<file path="src/rtl/led_sequencer.sv">
// ============================================================================
// led_sequencer
//
// Purpose:
//   Parametrised LED pattern engine for the board's user LEDs and status LED.
//   A millisecond prescaler drives two independent period counters: one
//   advances the LED pattern (rotate-left, rotate-right, bounce or binary
//   count), the other toggles the red blink LED. A free-running 15-step PWM
//   dims the pattern LEDs, and the pin polarity is selectable.
//
// Parameters:
//   CLK_HZ      sys_clk frequency in Hz (informational; TICK_DIV is derived
//               from it by the integrator)
//   TICK_DIV    sys_clk cycles per 1 ms tick (>= 2)
//   NUM_LEDS    pattern width (>= 2)
//   ACTIVE_LOW  1 = a low pin lights the LED
//
// Ports:
//   sys_clk     in   1         single clock for the whole block
//   sys_rst_n   in   1         asynchronous active-low reset
//   mode        in   2         0 rotate-left, 1 rotate-right, 2 bounce,
//                              3 binary count
//   step_ms     in   16        pattern step period in ms (0 acts as 1)
//   blink_ms    in   16        red_led half-period in ms (0 acts as 1)
//   brightness  in   4         PWM duty = brightness/15
//   pause       in   1         high freezes the pattern
//   led         out  NUM_LEDS  LED pins, polarity set by ACTIVE_LOW
//   red_led     out  1         blink pin, polarity set by ACTIVE_LOW
//   step_pulse  out  1         one-cycle strobe on each pattern advance
// ============================================================================
module led_sequencer #(
  parameter int unsigned CLK_HZ     = 27_000_000,
  parameter int unsigned TICK_DIV   = 27_000,
  parameter int unsigned NUM_LEDS   = 6,
  parameter bit          ACTIVE_LOW = 1'b1
) (
  input  logic                sys_clk,
  input  logic                sys_rst_n,
  input  logic [1:0]          mode,
  input  logic [15:0]         step_ms,
  input  logic [15:0]         blink_ms,
  input  logic [3:0]          brightness,
  input  logic                pause,
  output logic [NUM_LEDS-1:0] led,
  output logic                red_led,
  output logic                step_pulse
);

  localparam int unsigned PRE_W = (TICK_DIV > 2) ? $clog2(TICK_DIV) : 1;
  localparam int unsigned POS_W = (NUM_LEDS > 2) ? $clog2(NUM_LEDS) : 1;

  localparam logic [PRE_W-1:0]    PRE_LAST = PRE_W'(TICK_DIV - 1);
  localparam logic [POS_W-1:0]    POS_LAST = POS_W'(NUM_LEDS - 1);
  localparam logic [NUM_LEDS-1:0] PAT_INIT = NUM_LEDS'(1);
  localparam logic [3:0]          PWM_LAST = 4'd14;

  typedef enum logic [1:0] {
    MODE_ROTL   = 2'd0,
    MODE_ROTR   = 2'd1,
    MODE_BOUNCE = 2'd2,
    MODE_COUNT  = 2'd3
  } mode_e;

  // Refuse to elaborate with parameters the counters cannot honour.
  if (TICK_DIV < 2 || NUM_LEDS < 2 || CLK_HZ < TICK_DIV) begin : g_bad_params
    $error("led_sequencer: TICK_DIV and NUM_LEDS must be >= 2, CLK_HZ >= TICK_DIV");
  end

  logic [PRE_W-1:0]    pre_cnt;
  logic                ms_tick;

  logic [15:0]         step_cnt;
  logic [15:0]         step_term;
  logic                step_at_term;
  logic                step_go;

  logic [15:0]         blink_cnt;
  logic [15:0]         blink_term;
  logic                blink_at_term;
  logic                blink;

  logic [NUM_LEDS-1:0] pat,      pat_nxt;
  logic [POS_W-1:0]    pos,      pos_nxt;
  logic                dir,      dir_nxt;
  mode_e               cur_mode, cur_mode_nxt;

  logic [3:0]          pwm_cnt;
  logic                pwm_on;

  // A zero period is treated as one millisecond, so the terminal count is
  // max(period,1)-1. Comparing with >= means shrinking a period below the
  // running count fires on the very next tick instead of wrapping through
  // 65536 milliseconds.
  always_comb begin
    step_term     = (step_ms  == 16'd0) ? 16'd0 : step_ms  - 16'd1;
    blink_term    = (blink_ms == 16'd0) ? 16'd0 : blink_ms - 16'd1;
    ms_tick       = (pre_cnt == PRE_LAST);
    step_at_term  = (step_cnt >= step_term);
    blink_at_term = (blink_cnt >= blink_term);
    step_go       = ms_tick && !pause && step_at_term;
    pwm_on        = (pwm_cnt < brightness);
  end

  // Millisecond prescaler. It free-runs independently of pause so that the
  // blink rate and the step phase stay locked to wall-clock time.
  always_ff @(posedge sys_clk or negedge sys_rst_n) begin
    if (!sys_rst_n) begin
      pre_cnt <= '0;
    end else if (ms_tick) begin
      pre_cnt <= '0;
    end else begin
      pre_cnt <= pre_cnt + 1'b1;
    end
  end

  // Step interval counter. At the terminal count it clears when the step is
  // taken, but while paused it parks at terminal so that releasing pause
  // steps on the very next millisecond tick. Below terminal it keeps
  // counting even while paused.
  always_ff @(posedge sys_clk or negedge sys_rst_n) begin
    if (!sys_rst_n) begin
      step_cnt <= '0;
    end else if (ms_tick) begin
      if (step_at_term) begin
        if (!pause) begin
          step_cnt <= '0;
        end
      end else begin
        step_cnt <= step_cnt + 16'd1;
      end
    end
  end

  // Blink half-period counter. Same shape as the step counter but pause has
  // no effect, so the status LED keeps blinking while the pattern is frozen.
  always_ff @(posedge sys_clk or negedge sys_rst_n) begin
    if (!sys_rst_n) begin
      blink_cnt <= '0;
      blink     <= 1'b0;
    end else if (ms_tick) begin
      if (blink_at_term) begin
        blink_cnt <= '0;
        blink     <= ~blink;
      end else begin
        blink_cnt <= blink_cnt + 16'd1;
      end
    end
  end

  // Pattern state register. All pattern fields move together on a step; the
  // next values are worked out in the combinational block below.
  always_ff @(posedge sys_clk or negedge sys_rst_n) begin
    if (!sys_rst_n) begin
      pat      <= PAT_INIT;
      pos      <= '0;
      dir      <= 1'b0;
      cur_mode <= MODE_ROTL;
    end else begin
      pat      <= pat_nxt;
      pos      <= pos_nxt;
      dir      <= dir_nxt;
      cur_mode <= cur_mode_nxt;
    end
  end

  // Next pattern state. The mode input is only looked at on a step: a new
  // mode restarts from a single lit LED at position 0 moving up, and the
  // advance that would otherwise happen on that step is skipped. Bounce
  // turns round at the end it has just reached, so each endpoint is shown
  // for exactly one step and no position repeats.
  always_comb begin
    pat_nxt      = pat;
    pos_nxt      = pos;
    dir_nxt      = dir;
    cur_mode_nxt = cur_mode;
    if (step_go) begin
      if (mode != cur_mode) begin
        cur_mode_nxt = mode_e'(mode);
        pat_nxt      = PAT_INIT;
        pos_nxt      = '0;
        dir_nxt      = 1'b0;
      end else begin
        case (cur_mode)
          MODE_ROTL: begin
            pat_nxt = {pat[NUM_LEDS-2:0], pat[NUM_LEDS-1]};
          end
          MODE_ROTR: begin
            pat_nxt = {pat[0], pat[NUM_LEDS-1:1]};
          end
          MODE_BOUNCE: begin
            if (!dir) begin
              pos_nxt = pos + 1'b1;
              if (pos_nxt == POS_LAST) begin
                dir_nxt = 1'b1;
              end
            end else begin
              pos_nxt = pos - 1'b1;
              if (pos_nxt == '0) begin
                dir_nxt = 1'b0;
              end
            end
            pat_nxt = PAT_INIT << pos_nxt;
          end
          MODE_COUNT: begin
            pat_nxt = pat + 1'b1;
          end
          default: begin
            pat_nxt = pat;
          end
        endcase
      end
    end
  end

  // Brightness PWM. Fifteen phases (0..14) so that brightness 15 is fully on
  // and brightness 0 is fully off with no stray pulse.
  always_ff @(posedge sys_clk or negedge sys_rst_n) begin
    if (!sys_rst_n) begin
      pwm_cnt <= '0;
    end else if (pwm_cnt == PWM_LAST) begin
      pwm_cnt <= '0;
    end else begin
      pwm_cnt <= pwm_cnt + 4'd1;
    end
  end

  // Registered pin drivers. The pattern is gated by the PWM phase and then
  // flipped for the board polarity; the blink LED is never dimmed. The step
  // strobe appears in the cycle after the step, alongside the new pattern,
  // and the pins follow one cycle later.
  always_ff @(posedge sys_clk or negedge sys_rst_n) begin
    if (!sys_rst_n) begin
      led        <= {NUM_LEDS{ACTIVE_LOW}};
      red_led    <= ACTIVE_LOW;
      step_pulse <= 1'b0;
    end else begin
      led        <= (pat & {NUM_LEDS{pwm_on}}) ^ {NUM_LEDS{ACTIVE_LOW}};
      red_led    <= blink ^ ACTIVE_LOW;
      step_pulse <= step_go;
    end
  end

endmodule

</file>
<file path="config.mk">
export PLATFORM = sky130hd
export DESIGN_NAME = led_sequencer
export DESIGN_NICKNAME = d
export VERILOG_FILES = /design/src/rtl/led_sequencer.sv
export SDC_FILE = /design/constraint.sdc
export NUM_CORES = 1
export LEC_CHECK = 0
export CAP_MARGIN = 0
export CELL_PAD_IN_SITES_DETAIL_PLACEMENT = 1
export CELL_PAD_IN_SITES_GLOBAL_PLACEMENT = 2
export CORE_MARGIN = 4
export CORE_UTILIZATION = 30
export CTS_CLUSTER_DIAMETER = 150
export DETAILED_ROUTE_END_ITERATION = 12
export GPL_ROUTABILITY_DRIVEN = 0
export PLACE_DENSITY_LB_ADDON = 0.1
export SLEW_MARGIN = 20
export SYNTH_ARGS = -nofsm -noshare
export SYNTH_HDL_FRONTEND = slang
export SYNTH_SLANG_ARGS = --single-unit
</file>
<file path="constraint.sdc">
create_clock -name sys_clk -period 4.7 [get_ports sys_clk]
set_input_delay 0.94 -clock sys_clk [delete_from_list [all_inputs] [get_ports sys_clk]]
set_output_delay 0.94 -clock sys_clk [all_outputs]
set_load 0.02 [all_outputs]
</file>
==> impl_results.md <==
- Detailed-route wire length: 13.0 mm
- Outcome: completed
- Max VDD drop: between 0.15 and 0.2 mV
- Met3 WL: 211 um
- Grt ovf: 0
- Asr flop ratio synth: between 90% and 100%
- # H-tree levels: 3
- DRC violations left: 0
- Critical path's top delay family: simple AND/OR/NAND/NOR gates
- Syn Area/Cell: 8.77 um^2
- Fill cell count: 1959
- Slew margin rel.: 36.5%
- Static leakage: 2.76 nW
- Setup Skew: about 0.0065 ns
- Initial DRT Pass Iterations: 4
- PD cells: 231 mW/mm^2
- FP Rows: 47
- M1 WL: around 6 mm
- Initial DRC count: 167
- Register area share after synthesis: approximately 36%
- Num ports: 49
- WP data arrival: 4.77 ns
- IO Port Bufs: 48
- EDFF count, synth: 0
- Max FO, Critical Path: 12
- Type of the worst min-delay path: reg2reg
- Max frequency: 222 MHz
- Final core occ: 38.8%
- Fin crit share: ~96%
- Share of layout cells above drive strength 1: 13.0%
- Critical path type: in2reg
- Detail Route Antenna Nets: 0
- Number of global-route vias before repair: 4703
- Antenna Cells: 0
- Synth cell types: 55
- Register bit total from synthesis: 72
- Met2 WL post-DR: roughly 6.7 mm
- Hold_ws: a little under 0.4 ns
- Largest cells by area after synthesis: dfrtp_1, ha_1, xor2_1
- Most frequent cell after synthesis: nand2_1
- Max Slew Vio Count: 0
- Total track usage: 14.5%
- Highest metal used: met4
- Hold-fix buffers, CTS: 0
- Top post-synthesis cells by count: nand2_1, dfrtp_1, nor2_1
- Vias/cell: 5.00
- Synth Cell Area: between 0.005 and 0.006 mm^2
- Clock Tree Buf Depth: 2
- CTS tree: yes
- Area grow syn2layout: 26.8%
- Global-route wire length before repair: 22.3 mm
- Worst setup EP type: register
- Setup crit start kind: input pin
- DP HPWL: around 10 mm
- Clock sinks: 72
- Cts bufs inserted: 9
- Min Tclk post-route: 4.51 ns
- CP max-delay cell: or4b_4
- Fin nets: about 750
- Clock slew seen by the registers of the worst setup and hold paths: ~0.06 ns
- Synthesis Warnings: 0
- Slew of the pin with the lowest slew margin: ~0.95 ns
- Core box area: 0.0166 mm^2
- Vias: about 4400
- Skew-Pair Late Insertion Delay: 0.33 ns
- Pin count of the biggest net entering global routing: 73
- Critical path cell sequence: clkdlybuf4s50_1 > inv_2 > ha_2 > nand2b_1 > nor4_2 > buf_4 > nand2_1 > nor4_2 > xor2_1 > nand2_1 > ha_1 > nand4_1 > nor3_2 > or4b_4 > a311o_2 > buf_12 > a2111oi_4 > a21o_1
- Max cap viols: 0
- Ys flop type: dfrtp_1
- Post-synth top area cell: dfrtp_1
- Final hold vios: 0
- Antenna violations before repair: 0
- FF+latch area: between 0.0015 and 0.002 mm^2
- Post-Syn Nets: 666
- Die Span Y: 138 um
- CP required: 4.97 ns
- Final setup vio count: 0
- Worst path bufs/invs: 4
- Initial Util: a little under a third
- WL/cell: 14.7 um
- CTS Root Cell: clkbuf_16
- Post-Synthesis Cells: 578
- Multi-input gate area: about 0.0031 mm^2
- Area fraction of the dominant cell type after synthesis: approximately a third
- Die area: between 0.015 and 0.02 mm^2
- Crit-path max cell delay: ~0.49 ns
- Die width: 138 um
power by group:
group          leakage, nW  switching (mW)  internal, mW
clock network        0.153           0.263         0.441
registers            0.818         0.00147         0.622
logic                 1.79          0.0782        0.0793
layout by cell type, fill, tap and decap left out, drive strengths merged, types with 5 or more instances in the layout:
| cell | netlist | layout |
|---|---|---|
| inv | 21 | 21 |
| nor4 | 10 | 10 |
| mux2i | 7 | 7 |
| nand4 | 14 | 14 |
| and3 | 10 | 10 |
| a21o | 8 | 8 |
| nand2b | 8 | 8 |
| nand2 | 83 | 83 |
| nand3 | 29 | 29 |
| xor2 | 44 | 44 |
| o21ai | 32 | 32 |
| nor2 | 57 | 57 |
| o2bb2ai | 7 | 7 |
| buf | 4 | 41 |
| clkdlybuf4s50 | 0 | 46 |
| and2 | 5 | 5 |
| xnor2 | 19 | 19 |
| clkbuf | 15 | 12 |
| ha | 47 | 47 |
| dfstp | 8 | 8 |
| dfrtp | 64 | 64 |
| nor3 | 14 | 14 |
| a21oi | 19 | 19 |
what timing repair did:
action	CTS	global route
setup buffers	0	1
resized for setup	1	12
pin swaps	1	5
setup endpoints to repair	8	28
layer usage:
| layer | track usage [%] | vias to the layer above |
|---|---|---|
| met4 | 2.74 | 0 |
| li1 | - | 2194 |
| met3 | 2.90 | 10 |
| met2 | 25.4 | 28 |
| met5 | 0 | - |
| met1 | 18.6 | 2180 |
metrics by stage:
stage | worst slack [ns] | area, um^2 | power (mW) | instances | TNS, ns
after detailed placement | -0.446 | 6060 | 0.793 | 866 | -6.58
final | 0.193 | 6430 | 1.48 | 883 | 0
after CTS | 0.00147 | 6370 | 1.51 | 882 | 0
after floorplan | 0.197 | 5070 | 0.701 | 578 | 0
after global routing | -0.0806 | 6430 | 1.56 | 883 | -0.191
after global placement | -0.295 | 6060 | 0.787 | 866 | -2.94
final timing paths:
path,start,end,slack (ns),cells after the start
setup / recovery,step_ms[0],pat[3],0.19,18
hold / removal,blink,red_led,0.38,1
setup reg to reg,pre_cnt[3],pat[3],1.70,6
hold reg to reg,blink,red_led,0.38,1
max in group asynchronous,sys_rst_n,step_cnt[14],3.33,1
min in group asynchronous,sys_rst_n,pwm_cnt[2],0.76,1
flip-flops by register name, summed over array words and instances, names as in the netlist, 2 cells and up:
signal	count
cur_mode	2
led	6
blink_cnt	16
pre_cnt	15
step_cnt	16
pat	6
pos	3
pwm_cnt	4
area by class of cell:
type                       count  area share (%)
multi-input combinational    466            48.9
sequential                    72            28.2
tap                          220            4.28
clock inverter                 4           0.818
timing repair buffer          88            12.5
inverter                      21            1.23
clock buffer                  12            3.99
kinds of logic (layout without fill, tap and decap cells):
kind of cell	after synthesis	count (layout)	share of synthesized area [%]
flip-flops	72	72	35.7
XOR/XNOR	63	63	10.9
AO/OA/AOI/OAI	94	94	12.4
buffers and inverters	40	125	3.28
multiplexers	10	10	2.27
adder cells (fa/ha/maj)	47	47	11.6
AND/OR/NAND/NOR	252	252	23.8
No activity file was read; power rests on OpenSTA's default activity.
